--- src/rtl/cpu_pkg.sv ---
// Shared CPU definitions: default widths and opcode encodings.
package cpu_pkg;

   localparam int DEF_INSTR_W = 32;
   localparam int DEF_PC_W    = 10;
   localparam int OPC_HI      = 31;
   localparam int OPC_LO      = 28;

   localparam logic [3:0] OP_JUMP = 4'b1100;

   function automatic logic is_jump(input logic [DEF_INSTR_W-1:0] instr);
      return instr[OPC_HI:OPC_LO] == OP_JUMP;
   endfunction

endpackage

--- src/rtl/fetch_fifo.sv ---
// Synchronous fetch buffer holding {instr, pc} entries.
// Head is read straight from the storage registers.
module fetch_fifo #(
   parameter  int W     = 42,
   parameter  int DEPTH = 2,
   localparam int CW    = $clog2(DEPTH + 1),
   localparam int AW    = (DEPTH > 1) ? $clog2(DEPTH) : 1
) (
   input  logic          clk,
   input  logic          rst,
   input  logic          flush,
   input  logic          push,
   input  logic [W-1:0]  din,
   input  logic          pop,
   output logic [W-1:0]  head,
   output logic          valid,
   output logic [CW-1:0] count
);

   logic [W-1:0]  mem [DEPTH];
   logic [AW-1:0] rd_ptr;
   logic [AW-1:0] wr_ptr;

   function automatic logic [AW-1:0] inc(input logic [AW-1:0] p);
      return (p == AW'(DEPTH - 1)) ? '0 : p + AW'(1);
   endfunction

   always_ff @(posedge clk) begin
      if (rst || flush) begin
         rd_ptr <= '0;
         wr_ptr <= '0;
         count  <= '0;
      end else begin
         if (push) wr_ptr <= inc(wr_ptr);
         if (pop)  rd_ptr <= inc(rd_ptr);
         count <= count + CW'(push) - CW'(pop);
      end
   end

   // Storage cleared only on reset so the head reads zero afterwards.
   always_ff @(posedge clk) begin
      if (rst) begin
         for (int i = 0; i < DEPTH; i++) mem[i] <= '0;
      end else if (push && !flush) begin
         mem[wr_ptr] <= din;
      end
   end

   assign head  = mem[rd_ptr];
   assign valid = (count != '0);

   assert property (@(posedge clk) disable iff (rst)
      !(push && !pop && !flush && count == CW'(DEPTH)));

endmodule

--- src/rtl/fetch_ctrl.sv ---
// Instruction-fetch sequencer: owns the PC, folds jumps at fetch,
// buffers 1-cycle-latency memory responses and feeds decode.
module fetch_ctrl import cpu_pkg::*; #(
   parameter int              PC_W       = DEF_PC_W,
   parameter int              INSTR_W    = DEF_INSTR_W,
   parameter int              FIFO_DEPTH = 2,
   parameter logic [PC_W-1:0] RESET_PC   = '0
) (
   input  logic               clk,
   input  logic               rst,
   input  logic               run,
   output logic [PC_W-1:0]    mem_pc,
   input  logic [INSTR_W-1:0] mem_instr,
   output logic               out_valid,
   input  logic               out_ready,
   output logic [INSTR_W-1:0] out_instr,
   output logic [PC_W-1:0]    out_pc,
   input  logic               redirect_v,
   input  logic [PC_W-1:0]    redirect_pc
);

   localparam int CW = $clog2(FIFO_DEPTH + 1);

   logic                    inflight;
   logic [PC_W-1:0]         inflight_pc;
   logic [CW-1:0]           count;
   logic [CW:0]             credit;
   logic                    jump_hit;
   logic                    issue;
   logic                    pop;
   logic                    push;
   logic [INSTR_W+PC_W-1:0] head;

   assign pop      = out_valid & out_ready & ~redirect_v;
   assign push     = inflight & ~redirect_v;
   assign jump_hit = inflight & is_jump(mem_instr) & ~redirect_v;

   // Slots already claimed: buffered words plus the one in flight.
   assign credit = {1'b0, count} + (CW+1)'(inflight) - (CW+1)'(pop);
   assign issue  = run & ~redirect_v & ~jump_hit &
                   (credit < (CW+1)'(FIFO_DEPTH));

   always_ff @(posedge clk) begin
      if (rst) begin
         mem_pc      <= RESET_PC;
         inflight    <= 1'b0;
         inflight_pc <= '0;
      end else begin
         inflight <= issue;
         if (issue) inflight_pc <= mem_pc;
         if (redirect_v)    mem_pc <= redirect_pc;
         else if (jump_hit) mem_pc <= mem_instr[PC_W-1:0];
         else if (issue)    mem_pc <= mem_pc + PC_W'(1);
      end
   end

   fetch_fifo #(
      .W     (INSTR_W + PC_W),
      .DEPTH (FIFO_DEPTH)
   ) u_fifo (
      .clk   (clk),
      .rst   (rst),
      .flush (redirect_v),
      .push  (push),
      .din   ({mem_instr, inflight_pc}),
      .pop   (pop),
      .head  (head),
      .valid (out_valid),
      .count (count)
   );

   assign {out_instr, out_pc} = head;

endmodule

--- config.mk ---
export PLATFORM = sky130hd
export DESIGN_NAME = fetch_ctrl
export DESIGN_NICKNAME = d
export VERILOG_FILES = /design/src/rtl/cpu_pkg.sv /design/src/rtl/fetch_fifo.sv /design/src/rtl/fetch_ctrl.sv
export SDC_FILE = /design/constraint.sdc
export NUM_CORES = 1
export LEC_CHECK = 0
export BUFFER_PORTS_ARGS = -buffer_cell sky130_fd_sc_hd__buf_2
export CAP_MARGIN = 15
export CORE_MARGIN = 2
export CORE_UTILIZATION = 60
export CTS_BUF_LIST = sky130_fd_sc_hd__clkbuf_2 sky130_fd_sc_hd__clkbuf_4 sky130_fd_sc_hd__clkbuf_8
export DETAILED_ROUTE_END_ITERATION = 6
export PLACE_DENSITY = 0.95
export SYNTH_ARGS = -nofsm -noshare
export SYNTH_HDL_FRONTEND = slang
export SYNTH_SLANG_ARGS = --single-unit
export TNS_END_PERCENT = 20
--- constraint.sdc ---
create_clock -name clk -period 5.5 [get_ports clk]
set_input_delay 0 -clock clk [delete_from_list [all_inputs] [get_ports clk]]
set_output_delay 0 -clock clk [all_outputs]
set_load 0.02 [all_outputs]
==> metrics.txt <==
status completed; layout cells sized above 1 35.3%; DRT iter0 DRCs 241; CP cell instances inv_1 -> nand2_1 -> nand2_1 -> nor2_1 -> ha_1 -> inv_1 -> nand2_1 -> fa_1 -> nand2_1 -> nor2_2 -> a41oi_1 -> a222oi_1 -> nor3_1; Worst Reg2Reg Path Length in Cells 13; placer congestion estimate around 0.88; reg2reg start u_fifo.count[1]; Die ar. between 0.009 and 0.01 mm2; Post-Syn Area per Cell between 10 and 15 um2; met2 WL about 5.6 mm; Commonest cells post-synth and2_1, edfxtp_1, mux2_2; CP startpoint kind flop; main combinational cell family by area after synthesis simple AND/OR/NAND/NOR gates; CP most frequent cell nand2_1; Synth Area in XOR/XNOR less than 1%; Max stage delay on crit path roughly 0.53 ns; WL met3 roughly 700 um; CTS HTree Levels 3; Synth Warn # 0; Post-synth EDFFs 84; met1 WL about 4.4 mm; first-pass GRT wire length roughly 17 mm; cts bufs inserted 9; grt ovf 0; maximum clock path buffer count 2; ys flop type edfxtp_1; area leader, netlist edfxtp_1; vias per cell about 5.6; max_cap viols 0; top-count cell post-synth and2_1; Yosys top cell area share approximately half; Total Routed Length ~11 mm; Adder-Cell Fraction of Synth Area between 1 and 1.5%; number of inserted diodes 0; Slowest cell on crit path fa_1; CP endpoint mem_pc[3]; CTS root buffer clkbuf_8; Critical Path Start u_fifo.count[1]; post-CTS resize count 0; Core ar. approximately 0.0081 mm2; WP data required 5.73 ns; Peak VDD IR 126 uV; Max Transition Viols Final 0; mapped cell area 0.00499 mm2; Fmax between 300 and 400 MHz; Post-synth ARST share 0%; Arrival @ worst endpoint approximately 3.2 ns; Top-Level Pins 100; CTS sink cnt 110; CTS tree built; Worst Setup End Kind flop; crit path max fanout 9; Chip Height ~95 um; Synth Area in Simple Gates a little under a fifth; Layout area overhead 22.0%; Least-Margin Pin Slew 1.05 ns; Cell Rows 33; synthesized flop and latch total 110; crit share post-route 53.6%; vias in the first global route 3,420; Syn Nets about 440; Non-Filler Instances roughly 620; top post-synthesis cells by area edfxtp_1, and2_1, dfxtp_1; DRT antenna net count 0; final worst path period need about 3.0 ns; Cells after DPL 572; Final #Nets 564; DR pass1 iterations 5; Power Density around 260 mW/mm2; Top Metal Used met4; hold_buf cts 34; final setup vio count 0; R2R Path End mem_pc[3]; DP Wirelength 6.98 mm; IO buf count 99; LEAKAGE ~2.5 nW; initial core utilization 61.3%; Setup TNS 0 ns; post-synthesis mux area share a little under a tenth; chip width about 95 um; r2r setup slk about 2.6 ns; Routed WL per cell 17.5 um; Compound-Gate Fraction of Synth Area between 6 and 7%; drt drc 0; Setup Skew about 0.012 ns; RSZ-0062 raised after global routing no; antenna violations before repair 0; Clock Pin Slew Worst Setup and Hold Paths 0.10 ns; Critical Setup Path Class flop to flop; synth unique cells 48; largest net degree at the start of global routing between 40 and 50; total number of vias approximately 3.5k; Final Hold Viols 0; Worst Hold Class input port to flop; sequential share of the synthesized area about three fifths; worst skew pair latency 0.37 ns; Post-Synthesis Cells around 400; postcts setup bufs 0; Total GRT Usage 24.6%; Rel. slew slack about 30%
## metrics by stage
step	instance area (um2)	setup WS (ns)	util (%)	hold slack, ns	power [mW]
after CTS	6080	2.57	74.8	0.00438	1.59
after floorplan	4990	2.53	-	0.198	1.04
after global placement	5550	2.73	68.2	0.286	1.10
final	6080	2.55	74.8	0.0163	1.59
after detailed placement	5550	2.59	68.2	0.292	1.10
after global routing	6080	2.33	74.8	0.0174	1.64
## metal layers
layer,GRT usage [%],up-vias
li1,-,1632
met1,30.3,1676
met2,44.1,155
met3,3.24,13
met4,9.30,0
met5,0,-
## sequential cells by signal (all words and copies together) (netlist names), named ones only
signal / count
inflight: 1
inflight_pc: 10
mem_pc: 10
u_fifo.count: 2
u_fifo.mem: 84
u_fifo.rd_ptr: 1
u_fifo.wr_ptr: 1
## cell families after synthesis
kind of cell / count (synthesis)
buffers and inverters: 30
XOR/XNOR: 4
multiplexers: 42
AND/OR/NAND/NOR: 156
AO/OA/AOI/OAI: 42
flip-flops: 110
adder cells (fa/ha/maj): 5
## worst max-delay path: cells and delay by family (launching register included)
kind / cells / cell delay, ns
simple gates: 7 / 0.98
compound gates: 2 / 0.47
fa+ha+maj: 2 / 0.76
flops: 1 / 0.44
buf+inv: 2 / 0.17
## report_power, final
part           internal [mW]  switching [mW]  total, mW  leakage, nW
combinational         0.0713          0.0943      0.166         1.33
sequential             0.923          0.0176      0.941         1.08
clock                  0.212           0.271      0.482       0.0961
## layout by cell type, fill, tap and decap left out, types with 2 or more instances in the layout
cell / netlist / final
nand2_1: 28 / 28
a222oi_1: 7 / 7
or2_2: 2 / 2
a31oi_1: 5 / 5
ha_1: 4 / 4
clkbuf_8: 0 / 9
and2_1: 86 / 86
buf_4: 0 / 3
nor3_2: 0 / 2
edfxtp_1: 84 / 84
inv_1: 5 / 5
xnor2_1: 2 / 2
a21o_1: 4 / 4
mux2_2: 42 / 42
a21oi_1: 12 / 12
buf_2: 3 / 99
and3_2: 2 / 2
dlygate4sd3_1: 0 / 34
nor2_1: 12 / 12
nor3_1: 14 / 12
inv_6: 0 / 2
dfxtp_1: 26 / 25
## how the worst min path moves through the flow
stage	cells past startpoint	to	from
CTS	3	mem_pc[6]	redirect_pc[6]
global placement	2	u_fifo.mem[1][20]	mem_instr[10]
global route	3	mem_pc[6]	redirect_pc[6]
detailed placement	2	u_fifo.mem[0][20]	mem_instr[10]
finish	3	mem_pc[6]	redirect_pc[6]
floorplan	1	u_fifo.mem[0][10]	mem_instr[0]
## area by class of cell
| type | instances | area, um2 |
|---|---|---|
| fill | 544 | 2050 |
| tap | 105 | 131 |
| timing repair buffer | 136 | 858 |
| clock inverter | 6 | 68.8 |
| multi-input combinational | 249 | 1830 |
| inverter | 6 | 22.5 |
| sequential | 110 | 3040 |
| clock buffer | 9 | 124 |
Note: power is estimated with default switching activity, not from simulation.
